[config.mk]
export PLATFORM = sky130hd
export DESIGN_NAME = decoder_out_buffer
export DESIGN_NICKNAME = d
export VERILOG_FILES = /design/src/rtl/decoder_out_buffer.sv
export SDC_FILE = /design/constraint.sdc
export NUM_CORES = 1
export LEC_CHECK = 0
export CORE_MARGIN = 2
export CORE_UTILIZATION = 50
export CTS_BUF_LIST = sky130_fd_sc_hd__clkbuf_8
export DETAILED_ROUTE_END_ITERATION = 6
export GPL_TIMING_DRIVEN = 0
export PLACE_DENSITY_LB_ADDON = 0.12
export SLEW_MARGIN = 20
export SYNTH_ARGS = -nofsm -noshare
export SYNTH_HDL_FRONTEND = slang
export SYNTH_SLANG_ARGS = --single-unit
[constraint.sdc]
create_clock -name sys_clk -period 2.2 [get_ports sys_clk]
set_input_delay 0.22 -clock sys_clk [delete_from_list [all_inputs] [get_ports sys_clk]]
set_output_delay 0.22 -clock sys_clk [all_outputs]
set_load 0.02 [all_outputs]
[src/rtl/decoder_out_buffer.sv]
// Decoder output buffer: queues whole decoded frames in a small FIFO and
// serializes them MSB-first over a valid/ready bit stream.
`ifndef DATA_FRAME_LENGTH
`define DATA_FRAME_LENGTH 8
`endif

module decoder_out_buffer #(
    parameter int FRAME_LEN = `DATA_FRAME_LENGTH,
    parameter int DEPTH     = 2
) (
    input  logic                         sys_clk,
    input  logic                         rst,
    input  logic [FRAME_LEN-1:0]         i_frame,
    input  logic                         i_frame_valid,
    input  logic                         i_bit_ready,
    output logic                         o_bit,
    output logic                         o_bit_valid,
    output logic                         o_frame_start,
    output logic                         o_frame_last,
    output logic [$clog2(DEPTH+1)-1:0]   o_fifo_count,
    output logic                         o_overflow
);

    localparam int PW = $clog2(DEPTH);
    localparam int CW = $clog2(DEPTH+1);
    localparam int BW = $clog2(FRAME_LEN);
    localparam logic [BW-1:0] LAST_IDX = BW'(FRAME_LEN-1);
    localparam logic [CW-1:0] FULL_CNT = CW'(DEPTH);

    typedef enum logic {IDLE, SHIFT} state_t;

    state_t                 r_state, w_next_state;
    logic [FRAME_LEN-1:0]   r_mem [DEPTH];
    logic [PW-1:0]          r_wr_ptr, r_rd_ptr;
    logic [CW-1:0]          r_count;
    logic [FRAME_LEN-1:0]   r_shift;
    logic [BW-1:0]          r_bit_cnt;
    logic                   r_overflow;

    logic w_empty, w_full, w_xfer, w_last, w_load, w_push, w_drop;

    assign w_empty = (r_count == '0);
    assign w_full  = (r_count == FULL_CNT);
    assign w_xfer  = (r_state == SHIFT) && i_bit_ready;
    assign w_last  = (r_bit_cnt == LAST_IDX);
    // A pop on the same edge frees the slot, so a full FIFO can still accept.
    assign w_push  = i_frame_valid && (!w_full || w_load);
    assign w_drop  = i_frame_valid && w_full && !w_load;

    always_ff @(posedge sys_clk or posedge rst) begin
        if (rst) r_state <= IDLE;
        else     r_state <= w_next_state;
    end

    always_comb begin
        w_next_state = r_state;
        w_load       = 1'b0;
        case (r_state)
            IDLE: begin
                if (!w_empty) begin
                    w_load       = 1'b1;
                    w_next_state = SHIFT;
                end
            end
            SHIFT: begin
                // Back-to-back frames reload on the last-bit edge with no bubble.
                if (w_xfer && w_last) begin
                    if (!w_empty) w_load = 1'b1;
                    else          w_next_state = IDLE;
                end
            end
            default: w_next_state = IDLE;
        endcase
    end

    always_ff @(posedge sys_clk or posedge rst) begin
        if (rst) begin
            for (int i = 0; i < DEPTH; i++) r_mem[i] <= '0;
            r_wr_ptr <= '0;
        end else if (w_push) begin
            r_mem[r_wr_ptr] <= i_frame;
            r_wr_ptr        <= r_wr_ptr + PW'(1);
        end
    end

    always_ff @(posedge sys_clk or posedge rst) begin
        if (rst) begin
            r_rd_ptr <= '0;
        end else if (w_load) begin
            r_rd_ptr <= r_rd_ptr + PW'(1);
        end
    end

    always_ff @(posedge sys_clk or posedge rst) begin
        if (rst) begin
            r_count <= '0;
        end else begin
            case ({w_push, w_load})
                2'b10:   r_count <= r_count + CW'(1);
                2'b01:   r_count <= r_count - CW'(1);
                default: r_count <= r_count;
            endcase
        end
    end

    always_ff @(posedge sys_clk or posedge rst) begin
        if (rst) begin
            r_shift   <= '0;
            r_bit_cnt <= '0;
        end else if (w_load) begin
            r_shift   <= r_mem[r_rd_ptr];
            r_bit_cnt <= '0;
        end else if (w_xfer) begin
            r_shift   <= r_shift << 1;
            r_bit_cnt <= w_last ? '0 : r_bit_cnt + BW'(1);
        end
    end

    always_ff @(posedge sys_clk or posedge rst) begin
        if (rst)         r_overflow <= 1'b0;
        else if (w_drop) r_overflow <= 1'b1;
    end

    assign o_bit_valid   = (r_state == SHIFT);
    assign o_bit         = r_shift[FRAME_LEN-1];
    assign o_frame_start = (r_state == SHIFT) && (r_bit_cnt == '0);
    assign o_frame_last  = (r_state == SHIFT) && w_last;
    assign o_fifo_count  = r_count;
    assign o_overflow    = r_overflow;

endmodule
==> results by group <==
Logic synthesis
  – Number of flops mapped to enable cells by yosys: 0
  – Total number of yosys warnings: 0
  – Top-count cell post-synth: sky130_fd_sc_hd__dfrtp_1
  – Syn Inst Count: 138
  – Async SR Flop Fraction: 1.000
  – Largest area contributor in the synthesized netlist: sky130_fd_sc_hd__dfrtp_1
  – Flop and latch count out of synthesis: 33
  – Area share of the largest cell type after synthesis: 0.4903
  – Count of distinct cell types in the synthesized netlist: 37
  – Proportion of synthesized chip area in sequential cells: 0.4903
  – Top flip-flop cell by instance count after synthesis: sky130_fd_sc_hd__dfrtp_1
  – Synth area leaders: sky130_fd_sc_hd__dfrtp_1, sky130_fd_sc_hd__mux2_2, sky130_fd_sc_hd__o21ai_0
  – Leading cell types by count after synthesis: sky130_fd_sc_hd__dfrtp_1, sky130_fd_sc_hd__mux2_2, sky130_fd_sc_hd__o21ai_0, sky130_fd_sc_hd__a21oi_1, sky130_fd_sc_hd__nor2b_1
  – Syn_area_per_cell: 12.20 sq um
  – Syn nets: 153
  – Area of the mapped netlist: 1684 sq um

Power and ir drop
  – Maximum vdd ir drop: 0.6614 mV
  – Post-layout power: 2.486 mW
  – Areal power density over the cells: 1244 nW/um^2
  – Reported leakage power: 0.8252 nW

Timing
  – Final setup skew: 0.004154 ns
  – Transition time at the pin with the least slew margin: 0.6720 ns
  – Final period demand of the worst path: 2.070 ns
  – Share of the clock period used by the worst path: 0.9411
  – Worst max-slew margin expressed relative to the limit: 0.5514
  – F_max: 483.0 MHz
  – Setup repair after global routing missed its margin: no
  – TNS Setup: 0 ns
  – Final hold violations: 0
  – Count of final setup violators: 0
  – Max-slew violations: 0

Global route
  – Most Used Layer, Global Route: met2
  – Met1 Use GR: 0.2294
  – Aggregate global-route resource usage: 0.1846
  – Met2 demand-to-capacity share in global routing: 0.3006
  – Remaining Overflow, GRT: 0
  – Global-route track usage on met3: 0.04348
  – Via count of the first global-routing pass: 1,080
  – Wire length of the first global-routing pass: 4995 um
  – Pin count of the biggest net entering global routing: 34
  – Initial antenna violation count: 0

Clocking
  – Number of buffers inserted by hold repair at cts: 0
  – Longest Clk Path Bufs: 2
  – TritonCTS clock tree: built
  – Latest clock arrival within the worst-skew pair: 0.28 ns
  – Cts bufs inserted: 5
  – # resized after CTS: 0
  – Clock input transition at the sequential cells of the worst setup and hold paths: 0.07 ns
  – H-tree depth: 2
  – Post-CTS Setup Bufs: 0
  – Buffer type at the clock tree root: sky130_fd_sc_hd__clkbuf_8
  – Total number of clock tree sinks: 33

Finish
  – Number of filler cells placed in the layout: 279
  – Share of post-route cells with drive strength above 1: 0.2840
  – Area delta synth->final: 18.65%
  – Layout Nets: 177
  – Total inserted antenna cells: 0
  – Final non-filler cell area: 1998 sq um

Placement
  – Placed standard-cell area: 1912 sq um
  – Dpl hpwl: 2141 um
  – Number of buffers inserted by port buffering: 17
  – Final weighted congestion of routability-driven global placement: 0.8325

Die
  – Area inside the core boundary: 3284 sq um
  – Die Width: 62.04 um
  – Initial core utilization: 0.5128
  – Area of the die: 3848 sq um
  – Placement row count: 21
  – Die height: 62.04 um
  – Number of top-level pins: 19

Detailed routing
  – Final wirelength: 3004 um
  – Initial DRC Count: 30
  – Number of routed nets with antenna violations: 0
  – First-pass DRT Iterations: 3
  – WL/cell: 14.44 um
  – Drc violations: 0
  – Routed via count: 1,147
  – Via/cell ratio: 5.514

Critical path
  – Worst-path maximum fanout: 4
  – Ordered cell list for the critical path: ha_1, ha_1, and2_2, clkdlybuf4s50_1
  – Worst Path Arrival: 1.85 ns
  – Slowest cell delay on critical path: 0.53 ns
  – CP max-delay cell: sky130_fd_sc_hd__clkdlybuf4s50_1
  – Most prevalent standard cell on the critical path: sky130_fd_sc_hd__ha_1
  – Worst path required time: 1.98 ns
  – Critical path class: register to output pin
  – Startpoint class of the critical path: register
  – Element type at the critical path end: output pin

Min path
  – Worst min path class: primary input to register

Status
  – Result of the run: complete, no violations

Run
  – Max-cap check violation count: 0
-- logic make-up (layout without fill, tap and decap cells) --
group	count (synthesis)	after routing	share of synthesized area
simple gates	25	25	0.09585
xor+xnor	3	3	0.01560
mux	18	18	0.1204
fa+ha+maj	3	3	0.02229
flops	33	33	0.4903
buf+inv	12	36	0.05868
compound gates	44	44	0.1969
-- cell type report --
class	instances	area, sq um	area share
Clock inverter	1	3.754	0.001879
Sequential cell	33	825.8	0.4133
Inverter	4	15.01	0.007514
Tap cell	46	57.56	0.02880
Multi-Input combinational cell	93	759.5	0.3801
Clock buffer	6	82.58	0.04133
Timing Repair Buffer	17	170.2	0.08516
Buffer	8	83.83	0.04195
-- power by group --
| part | internal (mW) | total, mW | switching, mW |
|---|---|---|---|
| clock | 0.243 | 0.450 | 0.206 |
| combinational | 0.528 | 1.01 | 0.481 |
| sequential | 0.874 | 1.03 | 0.154 |
-- sequential cells by signal, indices dropped and copies added, names as in the netlist --
register      count
o_bit_valid       1
o_fifo_count      2
o_overflow        1
r_bit_cnt         3
r_mem            16
r_rd_ptr          1
r_shift           8
r_wr_ptr          1
-- critical path: cells and delay by family, from the launching register on --
family	cells	cell delay (ns)
fa+ha+maj	2	0.43
flops	1	0.40
buf+inv	1	0.53
simple gates	1	0.21
-- metal layers --
layer  up-vias  wire length, um
li1        553                -
met1       573             1335
met2        16             1516
met3         5              102
met4         0               50
met5         -                0
-- final timing paths --
| kind | depth (start not counted) | endpoint | slack, ns | start |
|---|---|---|---|---|
| max in group asynchronous | 2 | r_rd_ptr | 1.40 | rst |
| min in group asynchronous | 2 | r_bit_cnt[1] | 0.36 | rst |
| worst max-delay path | 4 | o_frame_last | 0.13 | r_bit_cnt[1] |
| worst min register to register | 1 | o_overflow | 0.48 | o_overflow |
| worst max register to register | 6 | r_shift[7] | 0.38 | r_bit_cnt[1] |
| worst min-delay path | 2 | o_overflow | 0.32 | i_frame_valid |
-- cell usage in the layout (no fill, tap or decap), types with 3 or more instances in the layout --
cell type                          n
sky130_fd_sc_hd__a2111oi_0         5
sky130_fd_sc_hd__a21oi_1           9
sky130_fd_sc_hd__clkbuf_8          9
sky130_fd_sc_hd__clkdlybuf4s50_1  17
sky130_fd_sc_hd__dfrtp_1          33
sky130_fd_sc_hd__ha_1              3
sky130_fd_sc_hd__inv_1             4
sky130_fd_sc_hd__mux2_2           18
sky130_fd_sc_hd__nand2_1           4
sky130_fd_sc_hd__nor2_1            3
sky130_fd_sc_hd__nor2b_1           8
sky130_fd_sc_hd__o21ai_0          11
sky130_fd_sc_hd__o31ai_1           7
-- stage by stage --
stage                     setup WS (ns)  hold slack, ns    util  instances
final                            0.1296          0.3158  0.6084        208
after global routing            0.06169          0.3414  0.6084        208
after CTS                        0.1122          0.3162  0.6084        208
after detailed placement         0.3551          0.4743  0.5821        201
after global placement           0.3599          0.4511  0.5821        201
after floorplan                  0.5711          0.3489       -        138
Power figures use the tool's default switching activity.
==> variant: new RTL, config.mk and constraints unchanged <==
Register the output `o_fifo_count` once more, without a reset; this adds one clock of latency there. The other outputs are not delayed to match.
--- a/src/rtl/decoder_out_buffer.sv
+++ b/src/rtl/decoder_out_buffer.sv
@@ -127,3 +127,5 @@
     assign o_frame_last  = (r_state == SHIFT) && w_last;
-    assign o_fifo_count  = r_count;
+    always_ff @(posedge sys_clk) begin
+        o_fifo_count <= r_count;
+    end
     assign o_overflow    = r_overflow;
Behaviour: not the same (Yosys sat finds a counterexample within 4 cycles, from zero or initial values and one cycle with rst high).
==> variant against the original RTL <==
- critical path depth unchanged
- design area down 6.1%
- power down 0.47%
- die area down 6.4%
- routed wire length down 12%
- worst hold slack worse by 29 ps
- combinational power down 9%
- clock power down 6.0%
- sequential share of layout area up 4.8 points
- area after synthesis down 6.8%
- count of clock-buffer cells in the layout down 1
- worst setup slack worse by 4.3 ps
- sequential cell count up 2
- largest cell class unchanged
==> variant: results <==
{
  "status": "finished, final reports clean",
  "synth_cell_types": 31,
  "fin_skew_ps": 7.45,
  "ys_seq_area_frac": 0.552,
  "dp_hpwl_mm": 1.83,
  "swShare": 0.333,
  "grt_util_all_layers": 0.182,
  "cpPeakStageDelay_ps": 530,
  "drt-pass1-iter-count": 4,
  "crit_arrival_ps": 1850,
  "leakagePower_nw": 0.845,
  "syn_nets": 133,
  "async_flop_share": 0.943,
  "ir_worst_vdd_v": 0.000572,
  "slew_headroom": 0.557,
  "synth_common_cells": "dfrtp_1 (33), mux2_2 (17), a221o_1 (7), mux2i_1 (7), nor3_1 (7)",
  "drtIter0Drc": 50,
  "grt_pass1_vias": 1006,
  "ff2ff_path_depth": 5,
  "grt_pass1_wl_mm": 4.69,
  "place_area_mm2": 0.00179,
  "final_nets": 157,
  "vias_per_cell": 5.45,
  "synth_area_leaders": "dfrtp_1 (53%), mux2_2 (12%), a221o_1 (4.5%), mux2i_1 (4.5%), dfxtp_1 (2.6%)",
  "gp_congestion": 0.738
}
[variant: final timing paths]
kind                                                 end  slack, ps                      from
worst max-delay path                        o_frame_last        130  r_bit_cnt[0]$_DFFE_PP0P_
worst min-delay path              o_overflow$_DFFE_PP0P_        290             i_frame_valid
worst max register to register      r_mem[0]$_DFFE_PP0P_        230  r_bit_cnt[0]$_DFFE_PP0P_
worst min register to register    o_overflow$_DFFE_PP0P_        490    o_overflow$_DFFE_PP0P_
max in group asynchronous       r_bit_cnt[1]$_DFFE_PP0P_       1420                       rst
min in group asynchronous         r_shift[5]$_DFFE_PP0P_        350                       rst
[variant: power by group through the flow]
stage	sequential, mW	combinational (mW)	clock [mW]
floorplan	1.13	0.662	0
CTS	1.13	0.934	0.438
global route	1.18	1.02	0.465
finish	1.13	0.918	0.423
global placement	1.12	0.892	0
detailed placement	1.14	0.929	0
[variant: logic make-up after synthesis]
group / after synthesis / synth area share
DFF: 35 / 0.552
muxes: 24 / 0.167
AOI/OAI and AO/OA: 23 / 0.137
and+or+nand+nor: 19 / 0.0694
buffers and inverters: 11 / 0.0343
xor gates and xnor gates: 3 / 0.0167
adders and majority gates: 3 / 0.0239
[variant: per-stage QoR]
stage,utilization,instances,setup slack [ps]
after floorplan,-,118,486
after global placement,0.593,179,265
after detailed placement,0.593,179,216
after CTS,0.619,187,105
after global routing,0.619,187,46.7
final,0.619,187,125
[variant: per-layer routing]
| layer | track usage | up-vias | part of all wire |
|---|---|---|---|
| met5 | 0 | - | 0 |
| met4 | 0.0857 | 0 | 0.017 |
| met3 | 0.0455 | 5 | 0.038 |
| met2 | 0.280 | 21 | 0.48 |
| met1 | 0.241 | 510 | 0.47 |
| li1 | - | 483 | - |
[variant: cell type report]
cell class                      instances  area (um2)
Fill cell                             256        1150
Sequential cell                        35         866
Multi-Input combinational cell         72         649
Timing Repair Buffer                   17         170
Clock buffer                            5        68.8
Tap cell                               44        55.1
Buffer                                  5        31.3
Inverter                                6        22.5
Clock inverter                          3        12.5
[variant: worst max-delay path, delay by kind of cell, from the launching register on]
family / cells / cell delay, ps
fa+ha+maj: 2 / 460
buf+inv: 1 / 530
flops: 1 / 410
simple gates: 1 / 180
